<file path="config.mk">
export PLATFORM = sky130hd
export DESIGN_NAME = text_row_fetch
export DESIGN_NICKNAME = d
export VERILOG_FILES = /design/src/rtl/vdp_pkg.sv /design/src/rtl/line_buf.sv /design/src/rtl/text_row_fetch.sv
export SDC_FILE = /design/constraint.sdc
export NUM_CORES = 1
export LEC_CHECK = 0
export CAP_MARGIN = 20
export CELL_PAD_IN_SITES_DETAIL_PLACEMENT = 1
export CELL_PAD_IN_SITES_GLOBAL_PLACEMENT = 2
export CORE_MARGIN = 2
export CORE_UTILIZATION = 40
export CTS_BUF_LIST = sky130_fd_sc_hd__clkbuf_8
export DETAILED_ROUTE_END_ITERATION = 7
export PLACE_DENSITY = 0.73
export SLEW_MARGIN = 20
export SYNTH_ARGS = -nofsm -noshare
export SYNTH_HDL_FRONTEND = slang
export SYNTH_SLANG_ARGS = --single-unit
</file>
<file path="constraint.sdc">
create_clock -name CLOCK_50 -period 5.75 [get_ports CLOCK_50]
set_input_delay 0.575 -clock CLOCK_50 [delete_from_list [all_inputs] [get_ports CLOCK_50]]
set_output_delay 0.575 -clock CLOCK_50 [all_outputs]
set_load 0.05 [all_outputs]
</file>
<file path="src/rtl/vdp_pkg.sv">
// Shared text-mode constants, fetch FSM encoding and the Apple II row-interleave helper.
// Pure declarations; no timing or flow control of its own.
package vdp_pkg;

  localparam int          TXT_COLS       = 40;
  localparam int          TXT_ROWS       = 24;
  localparam logic [7:0]  TXT_BLANK_CHAR = 8'hA0;
  localparam logic [15:0] TXT_BASE       = 16'h0400;
  localparam logic [15:0] TXT_PAGE2_OFS  = 16'h0400;

  typedef enum logic [2:0] {
    ST_IDLE,
    ST_ISSUE,
    ST_WAIT,
    ST_BLANK,
    ST_SWAP
  } fetch_state_e;

  // Rows interleave in groups of eight: low bits pick a 128-byte slot, high bits a 40-byte third.
  function automatic logic [15:0] row_base(input logic [4:0] row);
    return {6'b0, row[2:0], 7'b0} + (16'(row[4:3]) * 16'd40);
  endfunction

endpackage

</file>
<file path="src/rtl/line_buf.sv">
// Double-banked 2x64x8 character line buffer: writes go to the back bank, reads come from the front.
// Read data registered, 1-cycle latency; no backpressure (one write and one read every cycle).
module line_buf
  import vdp_pkg::*;
#(
  parameter int         COLS       = TXT_COLS,
  parameter logic [7:0] BLANK_CHAR = TXT_BLANK_CHAR
) (
  input  logic       clk,
  input  logic       rst_n,
  input  logic       wr_en,
  input  logic [5:0] wr_col,
  input  logic [7:0] wr_dat,
  input  logic       swap,
  input  logic       front_valid,
  input  logic [5:0] rd_col,
  output logic [7:0] rd_char
);

  localparam logic [6:0] COLS7 = 7'(COLS);

  logic [7:0] ram [2][64];
  logic       bank_q, bank_d;
  logic [7:0] rd_char_q, rd_char_d;

  always_comb begin
    bank_d    = swap ? ~bank_q : bank_q;
    rd_char_d = ram[bank_q][rd_col];
    if (!front_valid || ({1'b0, rd_col} >= COLS7)) begin
      rd_char_d = BLANK_CHAR;
    end
  end

  always_ff @(posedge clk or negedge rst_n) begin
    if (!rst_n) begin
      bank_q    <= 1'b0;
      rd_char_q <= BLANK_CHAR;
    end else begin
      bank_q    <= bank_d;
      rd_char_q <= rd_char_d;
    end
  end

  always_ff @(posedge clk) begin
    if (wr_en) begin
      ram[~bank_q][wr_col] <= wr_dat;
    end
  end

  assign rd_char = rd_char_q;

endmodule

</file>
<file path="src/rtl/text_row_fetch.sv">
// Fetches one 40-column text row into the back bank of a line buffer, then swaps banks and acks.
// One read outstanding; stalls in ISSUE until granted, row costs COLS*(1+MEM_LAT)+2 cycles unstalled.
module text_row_fetch
  import vdp_pkg::*;
#(
  parameter logic [15:0] BASE       = TXT_BASE,
  parameter logic [15:0] PAGE2_OFS  = TXT_PAGE2_OFS,
  parameter int          COLS       = TXT_COLS,
  parameter int          ROWS       = TXT_ROWS,
  parameter int          MEM_LAT    = 1,
  parameter logic [7:0]  BLANK_CHAR = TXT_BLANK_CHAR
) (
  input  logic        CLOCK_50,
  input  logic        reset,
  input  logic        page2,
  input  logic        row_req,
  input  logic [4:0]  row,
  output logic        row_ack,
  output logic [4:0]  cur_row,
  input  logic [5:0]  rd_col,
  output logic [7:0]  rd_char,
  output logic [15:0] mem_adr,
  output logic        mem_rd,
  input  logic        mem_gnt,
  input  logic [7:0]  mem_q
);

  localparam int            LW       = (MEM_LAT < 2) ? 1 : $clog2(MEM_LAT + 1);
  localparam logic [LW-1:0] LAT_INIT = LW'(MEM_LAT);
  localparam logic [5:0]    LAST_COL = 6'(COLS - 1);
  localparam logic [5:0]    ROWS6    = 6'(ROWS);

  fetch_state_e  state_q, state_d;
  logic [4:0]    row_q, row_d;
  logic          page2_q, page2_d;
  logic [5:0]    col_q, col_d;
  logic [LW-1:0] lat_q, lat_d;
  logic          mem_rd_q, mem_rd_d;
  logic          row_ack_q, row_ack_d;
  logic [4:0]    cur_row_q, cur_row_d;
  logic          front_valid_q, front_valid_d;
  logic          wr_en, swap;
  logic [7:0]    wr_dat;

  always_comb begin
    state_d       = state_q;
    row_d         = row_q;
    page2_d       = page2_q;
    col_d         = col_q;
    lat_d         = lat_q;
    mem_rd_d      = mem_rd_q;
    row_ack_d     = 1'b0;
    cur_row_d     = cur_row_q;
    front_valid_d = front_valid_q;
    wr_en         = 1'b0;
    wr_dat        = mem_q;
    swap          = 1'b0;
    case (state_q)
      ST_IDLE: begin
        if (row_req) begin
          row_d   = row;
          page2_d = page2;
          col_d   = 6'd0;
          if ({1'b0, row} >= ROWS6) begin
            state_d = ST_BLANK;
          end else begin
            state_d  = ST_ISSUE;
            mem_rd_d = 1'b1;
          end
        end
      end
      ST_ISSUE: begin
        // A grant in the same cycle as a dropped request still commits that read.
        if (mem_gnt) begin
          mem_rd_d = 1'b0;
          lat_d    = LAT_INIT;
          state_d  = ST_WAIT;
        end else if (!row_req) begin
          mem_rd_d = 1'b0;
          state_d  = ST_IDLE;
        end
      end
      ST_WAIT: begin
        if (lat_q != LW'(1)) begin
          lat_d = lat_q - LW'(1);
        end else begin
          wr_en = 1'b1;
          if (!row_req) begin
            state_d = ST_IDLE;
          end else if (col_q == LAST_COL) begin
            state_d = ST_SWAP;
          end else begin
            col_d    = col_q + 6'd1;
            mem_rd_d = 1'b1;
            state_d  = ST_ISSUE;
          end
        end
      end
      ST_BLANK: begin
        wr_en  = 1'b1;
        wr_dat = BLANK_CHAR;
        if (!row_req) begin
          state_d = ST_IDLE;
        end else if (col_q == LAST_COL) begin
          state_d = ST_SWAP;
        end else begin
          col_d = col_q + 6'd1;
        end
      end
      ST_SWAP: begin
        swap          = 1'b1;
        front_valid_d = 1'b1;
        cur_row_d     = row_q;
        row_ack_d     = 1'b1;
        state_d       = ST_IDLE;
      end
      default: state_d = ST_IDLE;
    endcase
  end

  always_ff @(posedge CLOCK_50 or negedge reset) begin
    if (!reset) begin
      state_q       <= ST_IDLE;
      row_q         <= 5'd0;
      page2_q       <= 1'b0;
      col_q         <= 6'd0;
      lat_q         <= '0;
      mem_rd_q      <= 1'b0;
      row_ack_q     <= 1'b0;
      cur_row_q     <= 5'd0;
      front_valid_q <= 1'b0;
    end else begin
      state_q       <= state_d;
      row_q         <= row_d;
      page2_q       <= page2_d;
      col_q         <= col_d;
      lat_q         <= lat_d;
      mem_rd_q      <= mem_rd_d;
      row_ack_q     <= row_ack_d;
      cur_row_q     <= cur_row_d;
      front_valid_q <= front_valid_d;
    end
  end

  line_buf #(
    .COLS       (COLS),
    .BLANK_CHAR (BLANK_CHAR)
  ) u_line_buf (
    .clk         (CLOCK_50),
    .rst_n       (reset),
    .wr_en       (wr_en),
    .wr_col      (col_q),
    .wr_dat      (wr_dat),
    .swap        (swap),
    .front_valid (front_valid_q),
    .rd_col      (rd_col),
    .rd_char     (rd_char)
  );

  assign mem_adr = mem_rd_q ? (BASE + (page2_q ? PAGE2_OFS : 16'h0000) + row_base(row_q)
                               + {10'b0, col_q}) : 16'h0000;
  assign mem_rd  = mem_rd_q;
  assign row_ack = row_ack_q;
  assign cur_row = cur_row_q;

endmodule

</file>
==> impl_metrics.tcl <==
set metrics [dict create \
    cp_num_buf_inv 2 \
    final_cell_mix "edfxtp_1 (944), mux4_2 (224), clkbuf_8 (168), nor2_1 (163), nand2_1 (106)" \
    yosysWarnings 0 \
    cts_tree "yes" \
    ys.flop_type "edfxtp_1" \
    cpPeakStageDelay_ns 0.83 \
    powerDensity_nw_per_um2 355.0 \
    synthDistinctLibCells 63 \
    fin_setup_tns_ns 0 \
    finalNetCount 2096 \
    hp-start "row[4]" \
    final_common_cell "edfxtp_1" \
    critical_path.top_delay_family "buffers and inverters" \
    period_share_pct 78.98 \
    period_minus_slack_ns 4.541 \
    tightest_slew_ns 1.129 \
    viasPerCell 5.617 \
    cts_setup_buffers 0 \
    p_leak_nw 13.61 \
    area_growth_syn_to_layout_pct 12.54 \
    cp_slowest_cell "clkdlybuf4s50_1" \
    rows 113 \
    grt_pass1_wl_um 145000 \
    worstPathArrival_ns 3.97 \
    syn_area_um2 38520 \
    synth.top_cell.area_share_pct 73.60 \
    startpoint "col_q[4]" \
    grtUsageMet1_pct 27.64 \
    crit_chain "inv_1 -> fa_1 -> nor2b_1 -> o21ai_0 -> or3_1 -> a21boi_0 -> clkdlybuf4s50_1" \
    final_layout_size_suffix_gt1_share_pct 23.85 \
    multi_input_area_um2 8745 \
    cts_made_buffers 161 \
    coreArea_um2 95150 \
    clkTransAtPathRegs_ns 0.06 \
    die_w_um 314.3 \
    gr-usage-all-layers_pct 20.33 \
    clock_path_buffers 3 \
    die_area_um2 98790 \
    ys_seq_elements 977 \
    finalPower_w 0.01539 \
    cp-start-kind "flop" \
    antenna_found_initial 4 \
    slew_viol_final 0 \
    die_y_um 314.3 \
    drc_errors 0 \
    synth_area_leaders "edfxtp_1 (74%), mux4_2 (13%), dfrtp_1 (2.0%), nor2_1 (1.6%), mux2i_1 (1.2%)" \
    fill_cells 8848 \
    globalplace.congestion 0.8081 \
    setup_slack_ns 1.209 \
    r2r-start "u_line_buf.bank_q" \
    ys_seq_area_share_pct 75.75 \
    cts_root_buf "clkbuf_8" \
    post_drt_wl_per_cell_um 28.45 \
    clk_latency_ns 0.85 \
    dp_hpwl_um 59910 \
    io_buffers 50 \
    grt_max_degree 97 \
    cts.sinks 977 \
    vias 19440 \
    cp-end-kind "output port" \
    critPathMaxFanout 11 \
    grt.busiest_layer "met2" \
    routed_wl_um 98480 \
    slew-limit-headroom_pct 24.76 \
    outcome "finished clean" \
    netlist_instances 1925 \
    use_met2_pct 31.63 \
    dr.first_iter.drc_count 1769 \
    ant_nets 0 \
    synth-async-reset-ratio_pct 3.378 \
    dr.pass1.iters 5 \
    synth_area_leader_cell "edfxtp_1" \
    path_class "reg -> out" \
    max-vdd-ir-drop_mv 0.3000 \
    start_util_pct 40.48 \
    finalHoldViolCount 0 \
    rsz0062_at_grt "no" \
    fmax_ghz 0.2202 \
    grtUsageMet3_pct 5.547 \
    crit_required_ns 5.18 \
    grt_pass1_vias 20860 \
    final-seq-area_um2 29180 \
    setup-violations-final 0 \
    whs_ns 0.3565 \
    io-pin-count 55 \
    synth_edf_count 944 \
    min_path_type "in -> reg" \
    h-tree-depth 4 \
    drv_cap 0 \
    dp_slack_ns 1.778 \
    syn_avg_cell_area_um2 20.01 \
    finClkSkew_ns 0.04551 \
    overflow 0 \
]
-- layout make-up --
cell class / instances / area share, %
sequential: 977 / 67.32
clock buffer: 168 / 5.335
inverter: 7 / 0.06062
tap: 1265 / 3.652
clock inverter: 121 / 1.487
timing repair buffer: 85 / 1.954
antenna: 3 / 0.01732
multi-input combinational: 835 / 20.17
-- worst register-to-register path, stage by stage (launching register included) --
cell      delay [ns]
dfrtp_4         0.97
buf_12          0.59
nor2_1          0.44
a22oi_1         0.37
o221ai_1        0.20
a221oi_1        0.91
a22oi_1         0.15
a31oi_1         0.21
-- state kept, by name (all words and copies together), names as in the netlist, 3 cells and up --
register,cells
row_q,5
cur_row,5
state_q,3
u_line_buf.ram,944
u_line_buf.rd_char,8
col_q,6
-- timing repair --
action	4_1_cts	5_1_grt
setup endpoints to repair	0	0
hold endpoints to repair	31	0
gates resized for setup	0	0
hold buffers	1	0
-- cell usage after synthesis, types with 7 or more instances --
library cell  instances
a31oi_1              15
mux2_2               34
nor2_1              164
o22ai_1              17
nor3_1                7
a22oi_1              14
buf_4                25
nand4_1               7
and2_1               14
nand2b_1             13
buf_2                30
nor2b_1              13
a221oi_1             11
dfrtp_1              31
buf_6                11
or3_1                 7
edfxtp_1            944
clkbuf_1             36
buf_1                 7
nand3_1              32
mux4_2              224
o21ai_0              17
nand2_1             106
o221ai_1             17
o2111ai_1            12
mux2i_1              48
-- power by group --
group          switching [W]  internal [W]
clock                0.00285       0.00280
combinational        0.00105      0.000348
sequential          0.000107       0.00824
-- logic make-up after synthesis --
group	after synthesis	synth area share, %
other	1	0.009736
DFF	977	75.75
adders and majority gates	5	0.1819
xor gates and xnor gates	8	0.1819
and+or+nand+nor	382	4.389
buffers and inverters	116	1.686
AOI/OAI and AO/OA	130	2.462
muxes	306	15.34
-- through the flow --
step           utilization (%)  area, um^2  instances
6_report                 45.55       43340       3461
5_1_grt                  45.55       43340       3459
4_1_cts                  45.49       43290       3456
3_5_place_dp             42.38       40320       3166
3_3_place_gp             42.35       40300       3165
2_1_floorplan                -       38530       1928
-- path summary, 6_finish.rpt --
kind,end,slack [ns],cells after the start
hold / removal,row_q[4],0.36,3
min in group asynchronous,mem_rd,0.45,2
setup / recovery,mem_adr[9],1.21,7
setup reg to reg,u_line_buf.rd_char[4],1.82,7
max in group asynchronous,u_line_buf.bank_q,4.51,2
hold reg to reg,front_valid_q,0.48,1
-- metal layers --
layer,vias up,part of all wire [%]
li1,8189,-
met1,10360,42
met2,729,47
met3,164,7.6
met4,4,2.8
met5,-,0.021
Power figures use the tool's default switching activity.
